===== config.mk =====
export PLATFORM = sky130hd
export DESIGN_NAME = dma_requester
export DESIGN_NICKNAME = d
export VERILOG_FILES = /design/src/rtl/dma_requester_pkg.sv /design/src/rtl/dma_requester_fifo.sv /design/src/rtl/dma_requester.sv
export SDC_FILE = /design/constraint.sdc
export NUM_CORES = 1
export LEC_CHECK = 0
export CORE_ASPECT_RATIO = 0.9
export CORE_MARGIN = 2
export CORE_UTILIZATION = 35
export DETAILED_ROUTE_END_ITERATION = 8
export PLACE_DENSITY = 0.65
export SETUP_SLACK_MARGIN = 0.02
export SYNTH_ARGS = -nofsm -noshare
export SYNTH_HDL_FRONTEND = slang
export SYNTH_SLANG_ARGS = --single-unit

===== constraint.sdc =====
create_clock -name clock -period 3.55 [get_ports clock]
set_clock_uncertainty 0.15 [all_clocks]
set_input_delay 0.355 -clock clock [delete_from_list [all_inputs] [get_ports clock]]
set_output_delay 0.355 -clock clock [all_outputs]
set_load 0.03 [all_outputs]

===== src/rtl/dma_requester_pkg.sv =====
// Shared types and constants for the DMA requester channel endpoint.
package dma_requester_pkg;

    // Channel handshake state, walked once per single-mode transfer.
    typedef enum logic [2:0] {
        ST_IDLE    = 3'd0,
        ST_REQUEST = 3'd1,
        ST_ACK     = 3'd2,
        ST_RECOVER = 3'd3,
        ST_DONE    = 3'd4
    } dma_req_state_t;

    // Value of the direction input for each transfer sense.
    localparam logic DIR_DEV_TO_MEM = 1'b1;  // bus reads us with IOR#
    localparam logic DIR_MEM_TO_DEV = 1'b0;  // bus writes us with IOW#

endpackage


===== src/rtl/dma_requester_fifo.sv =====
// Byte-wide synchronous FIFO with a separate occupancy counter.
// Overflowing pushes and underflowing pops are dropped silently.
module dma_requester_fifo #(
    parameter int DEPTH      = 16,
    parameter int ADDR_WIDTH = 4
) (
    input  logic                  clock,
    input  logic                  reset_n,
    input  logic                  push,
    input  logic [7:0]            push_data,
    input  logic                  pop,
    output logic [7:0]            head_data,
    output logic                  full,
    output logic                  empty,
    output logic [ADDR_WIDTH:0]   level
);

    localparam logic [ADDR_WIDTH:0] FULL_LEVEL = DEPTH[ADDR_WIDTH:0];

    logic [7:0]            mem [DEPTH];
    logic [ADDR_WIDTH-1:0] wr_ptr;
    logic [ADDR_WIDTH-1:0] rd_ptr;
    logic                  do_push;
    logic                  do_pop;

    assign full      = (level == FULL_LEVEL);
    assign empty     = (level == '0);
    assign do_push   = push && !full;
    assign do_pop    = pop && !empty;
    assign head_data = mem[rd_ptr];

    // Storage array write.
    // NOTE: the data array has no reset; a stale byte is never visible because
    // readers qualify the head with empty, and resetting it would cost a mux per bit.
    always_ff @(posedge clock) begin
        if (do_push) begin
            mem[wr_ptr] <= push_data;
        end
    end

    // Pointers and occupancy; pointers wrap naturally since DEPTH is a power of two.
    // NOTE: clocked state uses <= so every register samples pre-edge values.
    always_ff @(posedge clock or negedge reset_n) begin
        if (!reset_n) begin
            wr_ptr <= '0;
            rd_ptr <= '0;
            level  <= '0;
        end else begin
            if (do_push) wr_ptr <= wr_ptr + 1'b1;
            if (do_pop)  rd_ptr <= rd_ptr + 1'b1;
            case ({do_push, do_pop})
                2'b10:   level <= level + 1'b1;
                2'b01:   level <= level - 1'b1;
                default: level <= level;
            endcase
        end
    end

endmodule


===== src/rtl/dma_requester.sv =====
// DREQ/DACK requester endpoint for one single-mode DMA channel. Bytes move
// between a device-side valid/ready stream and the ISA-style bus through a FIFO;
// a bus transfer completes on the rising edge of IOR#/IOW# while DACK is low.
module dma_requester
    import dma_requester_pkg::*;
#(
    parameter int FIFO_DEPTH      = 16,
    parameter int FIFO_ADDR_WIDTH = 4
) (
    input  logic                       clock,
    input  logic                       reset_n,
    input  logic                       enable,
    input  logic                       direction,
    output logic                       dma_request,
    input  logic                       dma_acknowledge_n,
    input  logic                       io_read_n,
    input  logic                       io_write_n,
    input  logic                       terminal_count_n,
    input  logic [7:0]                 data_bus_in,
    output logic [7:0]                 data_bus_out,
    output logic                       data_bus_out_enable,
    input  logic                       dev_in_valid,
    input  logic [7:0]                 dev_in_data,
    output logic                       dev_in_ready,
    output logic                       dev_out_valid,
    output logic [7:0]                 dev_out_data,
    input  logic                       dev_out_ready,
    output logic [FIFO_ADDR_WIDTH:0]   fifo_level,
    output logic                       block_done,
    input  logic                       clear_done
);

    dma_req_state_t state;
    dma_req_state_t state_next;

    logic       dev_to_mem;
    logic       prev_ior_n;
    logic       prev_iow_n;
    logic       ior_rise;
    logic       iow_rise;
    logic       xfer_done;
    logic       strobe_low;
    logic [7:0] wdata_q;
    logic       live;
    logic       tc_pending;
    logic       xfer_seen;
    logic       tc_commit;
    logic       can_xfer;

    logic       fifo_push;
    logic       fifo_pop;
    logic [7:0] fifo_push_data;
    logic [7:0] fifo_head;
    logic       fifo_full;
    logic       fifo_empty;

    assign dev_to_mem = (direction == DIR_DEV_TO_MEM);

    // A completed bus cycle is the strobe's low-to-high edge seen under DACK.
    assign ior_rise   = !prev_ior_n && io_read_n;
    assign iow_rise   = !prev_iow_n && io_write_n;
    assign xfer_done  = !dma_acknowledge_n && (dev_to_mem ? ior_rise : iow_rise);
    assign strobe_low = dev_to_mem ? !io_read_n : !io_write_n;
    assign tc_commit  = tc_pending && xfer_seen;
    assign can_xfer   = dev_to_mem ? !fifo_empty : !fifo_full;

    // Strobe history, write-data capture while IOW# is low, and the out-of-reset flag
    // that keeps input-derived outputs quiet while reset_n is held.
    always_ff @(posedge clock or negedge reset_n) begin
        if (!reset_n) begin
            prev_ior_n <= 1'b1;
            prev_iow_n <= 1'b1;
            wdata_q    <= 8'h00;
            live       <= 1'b0;
        end else begin
            prev_ior_n <= io_read_n;
            prev_iow_n <= io_write_n;
            if (!io_write_n) wdata_q <= data_bus_in;
            live       <= 1'b1;
        end
    end

    // Route the FIFO ports according to the transfer sense.
    // NOTE: every output of a combinational block gets a default first, so no path
    // leaves a signal unassigned and no latch is inferred.
    always_comb begin
        fifo_push      = 1'b0;
        fifo_pop       = 1'b0;
        fifo_push_data = 8'h00;
        if (dev_to_mem) begin
            fifo_push      = dev_in_valid && dev_in_ready;
            fifo_push_data = dev_in_data;
            fifo_pop       = xfer_done;
        end else begin
            fifo_push      = xfer_done;
            fifo_push_data = wdata_q;
            fifo_pop       = dev_out_valid && dev_out_ready;
        end
    end

    dma_requester_fifo #(
        .DEPTH      (FIFO_DEPTH),
        .ADDR_WIDTH (FIFO_ADDR_WIDTH)
    ) u_fifo (
        .clock     (clock),
        .reset_n   (reset_n),
        .push      (fifo_push),
        .push_data (fifo_push_data),
        .pop       (fifo_pop),
        .head_data (fifo_head),
        .full      (fifo_full),
        .empty     (fifo_empty),
        .level     (fifo_level)
    );

    assign dev_in_ready        = live && dev_to_mem && !fifo_full;
    assign dev_out_valid       = !dev_to_mem && !fifo_empty;
    assign dev_out_data        = fifo_empty ? 8'h00 : fifo_head;
    assign data_bus_out        = (dev_to_mem && !fifo_empty) ? fifo_head : 8'h00;
    assign data_bus_out_enable = live && dev_to_mem && !dma_acknowledge_n && !io_read_n;

    // Handshake state register.
    always_ff @(posedge clock or negedge reset_n) begin
        if (!reset_n) state <= ST_IDLE;
        else          state <= state_next;
    end

    // Next-state logic; DREQ is a Moore output of REQUEST.
    always_comb begin
        state_next  = state;
        dma_request = 1'b0;
        case (state)
            ST_IDLE: begin
                if (enable && !block_done && can_xfer) state_next = ST_REQUEST;
            end
            ST_REQUEST: begin
                dma_request = 1'b1;
                if (!enable)                 state_next = ST_IDLE;
                else if (!dma_acknowledge_n) state_next = ST_ACK;
            end
            ST_ACK: begin
                if (!enable)                             state_next = ST_IDLE;
                else if (xfer_done || dma_acknowledge_n) state_next = ST_RECOVER;
            end
            ST_RECOVER: begin
                state_next = tc_commit ? ST_DONE : ST_IDLE;
            end
            ST_DONE: begin
                if (clear_done) state_next = ST_IDLE;
            end
            default: state_next = ST_IDLE;
        endcase
    end

    // Terminal-count capture during ACK; it only counts if the strobe then completes.
    always_ff @(posedge clock or negedge reset_n) begin
        if (!reset_n) begin
            tc_pending <= 1'b0;
            xfer_seen  <= 1'b0;
        end else if (state == ST_ACK) begin
            if (!terminal_count_n && strobe_low) tc_pending <= 1'b1;
            if (xfer_done)                       xfer_seen  <= 1'b1;
        end else if (state != ST_RECOVER) begin
            tc_pending <= 1'b0;
            xfer_seen  <= 1'b0;
        end
    end

    // Sticky end-of-block flag, set on leaving RECOVER after a TC transfer.
    always_ff @(posedge clock or negedge reset_n) begin
        if (!reset_n) begin
            block_done <= 1'b0;
        end else if (state == ST_RECOVER && tc_commit) begin
            block_done <= 1'b1;
        end else if (clear_done) begin
            block_done <= 1'b0;
        end
    end

endmodule


-- Word-level counts from Yosys, hierarchy flattened
Memory sizes are Yosys's and may differ from the RTL's.
Index checks and enable logic that the tools add are counted.
- register bits: 30
- output and inout bits: 26
- memory bits (writable): 128
- memories: 1
- memories (memory ; depth ; bits a word ; read ports ; clocked after Yosys merged registers in ; write ports ; RTL line ; source):
    u_fifo.mem ; 16 ; 8 ; 1 ; 0 ; 1 ; dma_requester_fifo.sv:20 ; logic [7:0] mem [DEPTH];
- reductions and logical operators: 37
- add/sub/neg operators: 4
- multiplexer cells: 27
- equality and inequality tests: 14
- operators with widths (kind ; count):
    8-bit two-way mux ; 3
    3-bit two-way mux ; 7
    1-bit logical AND ; 18
    1-bit two-way mux ; 15
    3-bit case mux with 5 select lines ; 1
    1-bit zero test ; 10
    5-bit case mux with 2 select lines ; 1
    4-bit by 1-bit adder with 4-bit output (second input constant) ; 2
    3-bit by 2-bit == test with 1-bit output (second input constant) ; 2
    2-bit != test (second input constant) ; 3
    3-bit != test (second input constant) ; 2
    2-bit nonzero test ; 3
    5-bit by 1-bit adder with 5-bit output (second input constant) ; 1
    5-bit == test (second input constant) ; 1
    5-bit zero test ; 1
    5-bit by 1-bit subtractor with 5-bit output (second input constant) ; 1
    2-bit AND reduction ; 2
    4-bit AND reduction ; 1
    3-bit by 1-bit == test with 1-bit output (second input constant) ; 1
    3-bit == test (second input constant) ; 1
    3-bit zero test ; 1
    3-bit by 2-bit != test with 1-bit output (second input constant) ; 1
    2-bit by 1-bit == test with 1-bit output (second input constant) ; 1
    2-bit == test (second input constant) ; 1
    other kinds (2) ; 2

-- Longest topological paths before layout
Gate-level depths: netlist (run 1).
- depth after elaboration: 8
- depth in mapped cells: 11
- depth with buffers taken out: 10

-- By module
From an unflattened synthesis (run 1), not the netlist that was laid out.
- cells, all modules: 422
- area total of the unflattened synthesis: 6730.2 µm²
- modules (own cells, without submodules) (module ; instances ; area each (µm²) ; cells an instance ; sequential area each (µm²)):
    dma_requester_fifo ; 1 ; 5779.3 ; 332 ; 4169.0
    dma_requester ; 1 ; 950.9 ; 90 ; 427.9

-- Worst setup path after synthesis (run 1)
No wires, ideal clock.
- path type: input to register
- start point: input direction
- end point: register u_fifo.level[4]
- slack: 450 ps
- arrival time: 2835 ps
- library setup time: 116 ps
- cell stages on the path: 10
- cell sequence: buf_2 > or4b_4 > a22oi_4 > inv_1 > ha_1 > ha_1 > nor2b_1 > o21a_1 > mux2_2 > o311ai_0
- cells in the longest elaborated chain, start to end: 7
- elaborated cells on any way between the ends: 16
- ends and longest elaborated chain (element ; RTL line ; source):
    from (decl) ; dma_requester.sv:13 ; input logic direction,
    1-bit zero test or 1-bit logical AND (tied branches) ; dma_requester.sv:117, dma_requester.sv:116 ;
    1-bit logical AND (on tied branches) ; dma_requester.sv:117, dma_requester.sv:116 ;
    1-bit logical AND (on tied branches) ; dma_requester.sv:97, dma_requester.sv:91 ;
    1-bit two-way mux ; dma_requester.sv:90 ; if (dev_to_mem) begin
    1-bit logical AND (on tied branches) ; dma_requester_fifo.sv:29, dma_requester_fifo.sv:28 ;
    2-bit by 1-bit == test with 1-bit output or 2-bit == test (tied branches) ; dma_requester_fifo.sv:51 ; case ({do_push, do_pop})
    5-bit case mux with 2 select lines or 2-bit nonzero test (tied branches) ; - ;
    to (signal assigned) ; dma_requester_fifo.sv:52 ; 2'b10: level <= level + 1'b1;
    to (signal assigned) ; dma_requester_fifo.sv:53 ; 2'b01: level <= level - 1'b1;
    to (signal assigned) ; dma_requester_fifo.sv:54 ; default: level <= level;
    to (decl) ; dma_requester_fifo.sv:15 ; output logic [ADDR_WIDTH:0] level
Several ways; a longest one is shown, not always the timed one.
A chain may end at the register's enable or synchronous reset.

-- Final worst setup path (run 1)
- start point: register u_fifo.rd_ptr[2]
- end point: output data_bus_out[3]
- cells in the longest elaborated chain, start to end: 2
- ends and longest elaborated chain (element ; RTL line ; source):
    from (decl) ; dma_requester_fifo.sv:22 ; logic [ADDR_WIDTH-1:0] rd_ptr;
    from (signal assigned) ; dma_requester_fifo.sv:50 ; if (do_pop) rd_ptr <= rd_ptr + 1'b1;
    memory 16 x 8 bit ; - ;
    8-bit two-way mux ; dma_requester.sv:119 ; assign data_bus_out = (dev_to_mem && !fifo_empty) ? fifo_head : 8'h00;
    to (decl) ; dma_requester.sv:20 ; output logic [7:0] data_bus_out,
Every way passes these cells.

==> results of run 1 <==
## area by class of cell
cell class	count	area [sq um]	area share (%)
sequential	158	4600	55.9
multi-input combinational	200	1970	24.0
timing repair buffer	78	728	8.86
clock buffer	18	429	5.22
tap	250	313	3.80
clock inverter	13	140	1.70
inverter	11	41.3	0.502
## report_power, final
group | switching [mW] | internal, mW | total [mW]
Sequential | 0.168 | 2.18 | 2.35
Clock | 0.703 | 1.03 | 1.74
Combinational | 1.27 | 1.09 | 2.36
Total | 2.14 | 4.30 | 6.44
## routing by layer
layer  up-vias  GRT usage, %
met1      1801          19.8
met2        95          21.4
met3        12          3.74
met5         -             0
met4         0          4.87
li1       1658             -
## kinds of logic after synthesis
| logic type | after synthesis | share of synthesized area, % |
|---|---|---|
| AOI/OAI and AO/OA | 22 | 2.24 |
| xor gates and xnor gates | 10 | 1.31 |
| adders and majority gates | 10 | 1.98 |
| buffers and inverters | 32 | 2.05 |
| DFF | 158 | 68.5 |
| muxes | 76 | 17.8 |
| other | 1 | 0.0559 |
| and+or+nand+nor | 81 | 6.03 |
## per-stage QoR
stage / cell area (sq um) / std cells / setup TNS [ps]
2_1_floorplan: 6710 / 390 / 0
3_3_place_gp: 7650 / 697 / 0
3_5_place_dp: 7650 / 697 / -5.71
4_1_cts: 8220 / 728 / 0
5_1_grt: 8220 / 728 / 0
6_report: 8220 / 728 / 0
## Yosys cell counts, types with 5 or more instances
cell        n  area, sq um
edfxtp_1  128         3840
nor2_1     35          131
mux4_2     32          721
dfrtp_1    28          701
mux2_2     26          293
mux2i_1    18          180
nand2_1    13         48.8
inv_1      11         41.3
nor3_1     11         55.1
clkbuf_1    9         33.8
ha_1        9          113
a21oi_1     8         40.0
nand2b_1    7         43.8
xnor2_1     6         52.6
buf_2       5         25.0
o21ai_0     5         25.0
## sequential cells by signal, indices dropped and copies added (netlist names), 3 cells and up
name / flops
state: 3
u_fifo.level: 5
u_fifo.mem: 128
u_fifo.rd_ptr: 4
u_fifo.wr_ptr: 4
wdata_q: 8
## worst paths after layout
check,start,slack [ps],end,cells past startpoint
setup / recovery,u_fifo.rd_ptr[2]$_DFFE_PN0P_,230,data_bus_out[3],6
hold / removal,reset_n,300,xfer_seen$_DFFE_PN0P_,1
setup reg to reg,u_fifo.level[0]$_DFFE_PN0P_,340,u_fifo.level[4]$_DFFE_PN0P_,10
hold reg to reg,wdata_q[2]$_DFFE_PN0N_,350,wdata_q[2]$_DFFE_PN0N_,1
max in group asynchronous,reset_n,2180,prev_ior_n$_DFF_PN1_,2
min in group clock,io_read_n,320,prev_ior_n$_DFF_PN1_,1
## cell usage in the layout (no fill, tap or decap), types with 3 or more instances in the layout
cell               n
edfxtp_1         128
mux4_2            32
nand2_1           13
o21ai_0            5
nor2_1            35
clkinv_4           3
nand2b_1           7
mux2i_1           18
inv_1             11
dfrtp_1           27
nor3_1            11
xor2_1             4
clkbuf_16         17
xnor2_1            6
ha_1               9
inv_6              3
a21oi_1            8
mux2_2            26
buf_4             25
clkdlybuf4s50_1   52
==> qor.txt, run 1 <==
Clk pin slew, worst setup/hold paths - 60 ps
Max-Cap Viols - 0
Setup Fix Bufs, Post-CTS - 0
Rows - 48
synth warn - 0
chip height - 135 um
worst skew pair latency - 420 ps
GRT Util Overall - 14.1%
Initial Util - 35.3%
clk root buf - clkbuf_16
worst-path fanout max - 34
final net count - 503
ys async rst share - 19.0%
crit-path leading delay family - multiplexers
CP Launch Type - register
peak supply drop - 0.342 mV
Die Wd - 150 um
global-route wire length before repair - 20.9 mm
Req. time, crit path - 3040 ps
pre-CTS WS - -5.71 ps
Mapped Avg Cell Area - 17.2 sq um
Final Util - 43.3%
worst path cell trace - buf_12, mux4_2, mux2i_1, mux2_2, nor2_1, clkdlybuf4s50_1
Hold Violations, Final - 0
initial antenna violation count - 0
Max Fclk - 301 MHz
Finish-stage setup viols - 0
clock tree from TritonCTS - done
remaining global-route overflow - 0
HPWL after DPL - 8.96 mm
worst hold path type - input port to async pin
area grow syn2layout - 22.6%
Pins Over Slew Limit - 0
Leak - 2.87 nW
syn_nets - 427
vias per inst - 4.90
I/O Pins - 53
number of global-route vias before repair - 3729
Top Layer Used - met4
clock tree buffer depth - 2
Cell Pwr Density - 783 nW/um^2
WS Path Type - register to output pin
WHS - 296 ps
cts repair resizes - 0
ANT cells - 0
first drt pass iteration count - 5
DR WL met3 - 598 um
drt drc - 0
Slew HR - 39.1%
H-tree levels - 4
Buf/Inv on CP - 2
Die ar. - 20300 sq um
fin worst setup slack - 230 ps
area of the core - 19000 sq um
Tmin final - 3320 ps
drt wl/cell - 18.2 um
share of layout cells above drive strength 1 - 24.9%
Mapped Area - 6710 sq um
Syn Inst Count - 390
WP data arrival - 2810 ps
vias - 3566
Critical Path End Type - output pin
register area share after synthesis - 68.5%
Slew @ Worst Pin - 911 ps
RSZ-0062 raised after global routing - false
RePlAce Congestion - 0.801
largest net degree at the start of global routing - 35
fin crit share - 93.5%
TritonCTS Buffers - 17
detailed-routing wirelength on met1 - 6.26 mm
Distinct cells, synth - 42
CTS Hold Bufs - 0
drt initial violations - 252
critical path's slowest cell - clkdlybuf4s50_1
# port buffers - 52
fillers - 1679
met2 routed WL - 6.21 mm
outcome - completed
number of synthesized flops with an enable pin - 128
largest stage delay on the critical path - 630 ps
total power - 6.44 mW
most used flip-flop cell after synthesis - edfxtp_1
CTS Sinks - 158
Routed Antenna Nets - 0
DRT Wirelength - 13.2 mm
FF+latch count, synth - 158
Power figures use the tool's default switching activity.
==> inputs of run 2 (changes only) <==
--- a/config.mk
+++ b/config.mk
@@ -7,9 +7,9 @@
 export LEC_CHECK = 0
 export CORE_ASPECT_RATIO = 0.9
 export CORE_MARGIN = 2
-export CORE_UTILIZATION = 35
+export CORE_UTILIZATION = 41
 export DETAILED_ROUTE_END_ITERATION = 8
-export PLACE_DENSITY = 0.65
+export PLACE_DENSITY = 0.72
 export SETUP_SLACK_MARGIN = 0.02
 export SYNTH_ARGS = -nofsm -noshare
 export SYNTH_HDL_FRONTEND = slang
==> qor.txt, run 2 (synthesis gave the netlist of run 1 again) <==
outcome - completed
dpl cell area - 7600 sq um
Setup Fix Bufs, Post-CTS - 0
commonest non-fill, non-tap cell in the layout - edfxtp_1
clock tree buffer depth - 2
cts repair resizes - 0
Slew @ Worst Pin - 1000 ps
Cell Pwr Density - 786 nW/um^2
I/O Pins - 53
Final Util - 50.8%
Slew HR - 33.1%
Req. time, crit path - 3040 ps
worst skew pair latency - 420 ps
DRT Wirelength - 13.4 mm
Max-Cap Viols - 0
RePlAce Congestion - 0.856
remaining global-route overflow - 0
design area - 8160 sq um
drt drc - 0
Leak - 2.87 nW
Tmin final - 3260 ps
Max Fclk - 307 MHz
fillers - 1298
largest net degree at the start of global routing - 34
area grow syn2layout - 21.7%
TritonCTS Buffers - 17
CTS Hold Bufs - 0
WS Path Type - register to output pin
WP data arrival - 2760 ps
Die ar. - 17400 sq um
Die Wd - 139 um
first drt pass iteration count - 4
CP Launch Type - register
Initial Util - 41.7%
post-placement cell count - 656
GRT Util Overall - 16.4%
Hold Violations, Final - 0
clk root buf - clkbuf_16
drt initial violations - 276
CTS Sinks - 158
Rows - 44
drt wl/cell - 19.4 um
peak supply drop - 0.702 mV
most frequent cells in the layout - 128 x edfxtp_1, 52 x clkdlybuf4s50_1, 35 x nor2_1, 32 x mux4_2, 28 x buf_4
Clk pin slew, worst setup/hold paths - 60 ps
worst hold path type - input port to register
Finish-stage setup viols - 0
vias - 3626
ANT cells - 0
Routed Antenna Nets - 0
vias per inst - 5.27
final net count - 505
WHS - 301 ps
number of global-route vias before repair - 4005
HPWL after DPL - 8.89 mm
max reg flops - 128
biggest regs - u_fifo.mem x128, wdata_q x8, u_fifo.level x5
RSZ-0062 raised after global routing - false
clock tree from TritonCTS - done
# port buffers - 52
Post-Layout Cell Count - 688
initial antenna violation count - 0
worst-path fanout max - 33
largest reg by FF count - u_fifo.mem
setup TNS - 0 ps
fin crit share - 91.8%
H-tree levels - 4
share of layout cells above drive strength 1 - 24.7%
area of the core - 16100 sq um
Critical Path End Type - output pin
global-route wire length before repair - 21.4 mm
chip height - 125 um
Pins Over Slew Limit - 0
[run 2: changes by cell type in the layout (fill, tap and decap cells not counted)]
| cell | previous run | this run |
|---|---|---|
| buf_12 | 1 | 0 |
| clkinv_4 | 3 | 0 |
| clkinvlp_4 | 2 | 3 |
| clkbuf_1 | 1 | 5 |
| buf_4 | 25 | 28 |
| clkinv_2 | 1 | 2 |
| clkinv_1 | 2 | 1 |
| inv_6 | 3 | 2 |
[run 2: worst paths after layout]
check / startpoint / end / slack, ps / cells past startpoint
worst min-delay path: io_read_n / prev_ior_n$_DFF_PN1_ / 300 / 1
min in group asynchronous: reset_n / wdata_q[6]$_DFFE_PN0N_ / 340 / 1
worst max-delay path: u_fifo.rd_ptr[3]$_DFFE_PN0P_ / data_bus_out[2] / 290 / 6
worst min register to register: wdata_q[3]$_DFFE_PN0N_ / wdata_q[3]$_DFFE_PN0N_ / 350 / 1
worst max register to register: u_fifo.level[1]$_DFFE_PN0P_ / u_fifo.level[4]$_DFFE_PN0P_ / 340 / 10
max in group asynchronous: reset_n / wdata_q[0]$_DFFE_PN0N_ / 2210 / 2
[run 2: stage by stage]
step                      setup WS, ps  total power, mW
final                              290             6.41
after global routing               103             6.71
after CTS                          254             6.48
after detailed placement          69.9             4.75
after global placement             215             4.68
after floorplan                    450             3.97
[run 2: cell type report]
| cell class | instances | area (sq um) | area share, % |
|---|---|---|---|
| Inverter | 11 | 41.3 | 0.506 |
| Tap cell | 207 | 259 | 3.17 |
| Multi-Input combinational cell | 200 | 1970 | 24.2 |
| Clock buffer | 22 | 444 | 5.44 |
| Clock inverter | 10 | 114 | 1.40 |
| Timing Repair Buffer | 80 | 731 | 8.96 |
| Sequential cell | 158 | 4600 | 56.4 |
[run 2: layer usage]
| layer | vias up | part of all wire [%] | wire length (um) | GRT usage, % |
|---|---|---|---|---|
| li1 | 1653 | - | - | - |
| met1 | 1864 | 44 | 5870 | 21.5 |
| met2 | 88 | 50 | 6620 | 27.2 |
| met3 | 21 | 5.0 | 671 | 4.17 |
| met4 | 0 | 1.6 | 212 | 5.41 |
| met5 | - | 0 | 0 | 0 |
[run 2: report_power, final]
group | switching (mW) | leakage [nW] | internal (mW) | total (mW)
clock network | 0.687 | 0.263 | 1.03 | 1.72
logic | 1.27 | 1.09 | 1.08 | 2.35
registers | 0.161 | 1.51 | 2.18 | 2.34
total | 2.12 | 2.87 | 4.29 | 6.41
[run 2: critical path, cell delays in order, from the launching register on]
cell and delay (ps):
dfrtp_1 320, buf_4 440, mux4_2 310, mux2i_1 100
mux2_2 310, nor2_1 150, clkdlybuf4s50_1 700
==> inputs of run 3 (changes only) <==
--- a/config.mk
+++ b/config.mk
@@ -9,7 +9,7 @@
 export CORE_MARGIN = 2
 export CORE_UTILIZATION = 41
 export DETAILED_ROUTE_END_ITERATION = 8
-export PLACE_DENSITY = 0.72
+export PLACE_DENSITY = 0.74
 export SETUP_SLACK_MARGIN = 0.02
 export SYNTH_ARGS = -nofsm -noshare
 export SYNTH_HDL_FRONTEND = slang
==> constraint.sdc (replaced) <==
create_clock -name clock -period 2.97 [get_ports clock]
set_clock_uncertainty 0.15 [all_clocks]
set_input_delay 0.297 -clock clock [delete_from_list [all_inputs] [get_ports clock]]
set_output_delay 0.297 -clock clock [all_outputs]
set_load 0.03 [all_outputs]
==> qor.txt, run 3 (synthesis gave the netlist of run 1 again) <==
drt wl/cell - 19.7 um
Flop pwr share - 36.7%
first drt pass iteration count - 4
Pins Over Slew Limit - 0
vias - 3711
commonest non-fill, non-tap cell in the layout - edfxtp_1
Sequential Area - 4600 sq um
Clk pin slew, worst setup/hold paths - 60 ps
Int Pwr - 5.23 mW
WP depth - 10
total power - 7.85 mW
R2R cell count - 10
Slew @ Worst Pin - 796 ps
biggest regs - u_fifo.mem x128, wdata_q x8, u_fifo.level x5
Finish-stage setup viols - 0
ANT cells - 0
RePlAce Congestion - 0.810
largest net degree at the start of global routing - 34
number of global-route vias before repair - 3903
WP data arrival - 3060 ps
max reg flops - 128
Req. time, crit path - 3130 ps
Die Wd - 139 um
worst hold path type - input port to async pin
clock tree from TritonCTS - done
Critical Path End Type - register
HPWL after DPL - 8.94 mm
Initial Util - 41.7%
area grow syn2layout - 24.6%
Routed Antenna Nets - 0
global-route wire length before repair - 21.6 mm
met2 Track Usage GR - 27.2%
GRT Util Overall - 16.6%
Hold Violations, Final - 0
vias per inst - 5.29
Logic pwr share - 38.2%
worst skew pair latency - 420 ps
clock tree buffer depth - 2
Rows - 44
Worst setup endpoint - u_fifo.level[4]$_DFFE_PN0P_
clk root buf - clkbuf_16
fillers - 1303
Cell Pwr Density - 939 nW/um^2
DRT Wirelength - 13.8 mm
critical path launch point - prev_iow_n$_DFF_PN1_
Max-Cap Viols - 0
clock share of power - 25.1%
I/O Pins - 53
most frequent cells in the layout - 128 x edfxtp_1, 49 x buf_4, 36 x clkdlybuf4s50_1, 35 x nor2_1, 32 x mux4_2
grt met3 use - 4.17%
Buf/Inv on CP - 2
WHS - 133 ps
worst path cell trace - or4b_4, a22oi_4, inv_1, ha_4, buf_4, ha_4, nor2b_2, o21a_1, or4_4, o311ai_4
largest stage delay on the critical path - 520 ps
worst reg2reg startpoint - prev_iow_n$_DFF_PN1_
Tmin final - 2900 ps
sw frac - 33.3%
remaining global-route overflow - 0
Die ar. - 17400 sq um
area taken by multi-input logic gates - 2060 sq um
P_sw - 2.61 mW
outcome - completed
initial antenna violation count - 0
# port buffers - 52
worst-path fanout max - 7
WS Path Type - register to register
fin crit share - 97.7%
reg-to-reg slack, setup - 70 ps
critical path's slowest cell - or4b_4
FF-to-FF End - u_fifo.level[4]$_DFFE_PN0P_
drt initial violations - 288
area of the core - 16100 sq um
final net count - 519
CTS Sinks - 158
RSZ-0062 raised after global routing - true
largest reg by FF count - u_fifo.mem
grt peak-use layer - met2
TritonCTS Buffers - 17
Leak - 2.98 nW
crit-path leading delay family - simple AND/OR/NAND/NOR gates
Most common cell on crit path - ha_4
Slew HR - 46.9%
CP Launch Type - register
chip height - 125 um
Max Fclk - 344 MHz
drt drc - 0
GRT met1 Usage - 21.8%
peak supply drop - 0.628 mV
share of layout cells above drive strength 1 - 33.2%
H-tree levels - 4
-- run 3: cell types whose count changed in the layout (fill, tap and decap cells not counted), sizes merged --
cell	before	now
clkinvlp	3	2
dlygate4sd2	0	1
inv	13	11
clkdlybuf4s50	52	36
clkbuf	22	25
buf	28	53
clkdlybuf4s15	0	1
bufinv	2	1
bufbuf	0	1
clkinv	3	5
-- run 3: routing by layer --
| layer | vias to the layer above | wire, um |
|---|---|---|
| li1 | 1683 | - |
| met3 | 12 | 510 |
| met1 | 1934 | 6110 |
| met5 | - | 0 |
| met4 | 0 | 172 |
| met2 | 82 | 6990 |
-- run 3: power by group through the flow --
stage	registers [mW]	clock network, mW	logic, mW
floorplan	2.81	0	1.96
global placement	2.90	0	2.78
detailed placement	2.92	0	2.84
CTS	2.89	2.01	2.93
global route	2.91	2.09	3.22
finish	2.88	1.97	3.00
-- run 3: cell type report --
cell class              count  area share (%)
well taps                 207            3.10
inverters                  11           0.494
clock inverters             8           0.824
repair buffers             94            10.2
multi-input cells         200            24.7
flip-flops and latches    158            55.1
clock buffers              23            5.60
-- run 3: how the worst min path moves through the flow --
stage                                      start                           end  slack [ps]
after detailed placement  tc_pending$_DFFE_PN0P_        tc_pending$_DFFE_PN0P_         340
after floorplan                          reset_n        block_done$_DFFE_PN0P_        -150
final                                    reset_n  u_fifo.rd_ptr[0]$_DFFE_PN0P_         130
after CTS                                reset_n  u_fifo.rd_ptr[0]$_DFFE_PN0P_         140
after global placement    tc_pending$_DFFE_PN0P_        tc_pending$_DFFE_PN0P_         330
after global routing                     reset_n  u_fifo.rd_ptr[0]$_DFFE_PN0P_         160
-- run 3: per-stage QoR --
step	setup WS, ps	TNS (ps)	util, %	std cells	cell area, sq um
floorplan	36.1	0	-	390	6740
global placement	-149	-149	47.8	664	7690
detailed placement	-381	-381	47.8	664	7690
CTS	22.7	0	51.6	698	8300
global route	8.71	0	52.0	701	8360
finish	66.9	0	52.0	701	8360
-- run 3: timing repair --
item	in CTS	in global routing
pin swaps	3	2
setup endpoints to repair	16	17
hold buffers	0	0
setup buffers	2	3
resized for setup	14	13
cloned	1	0
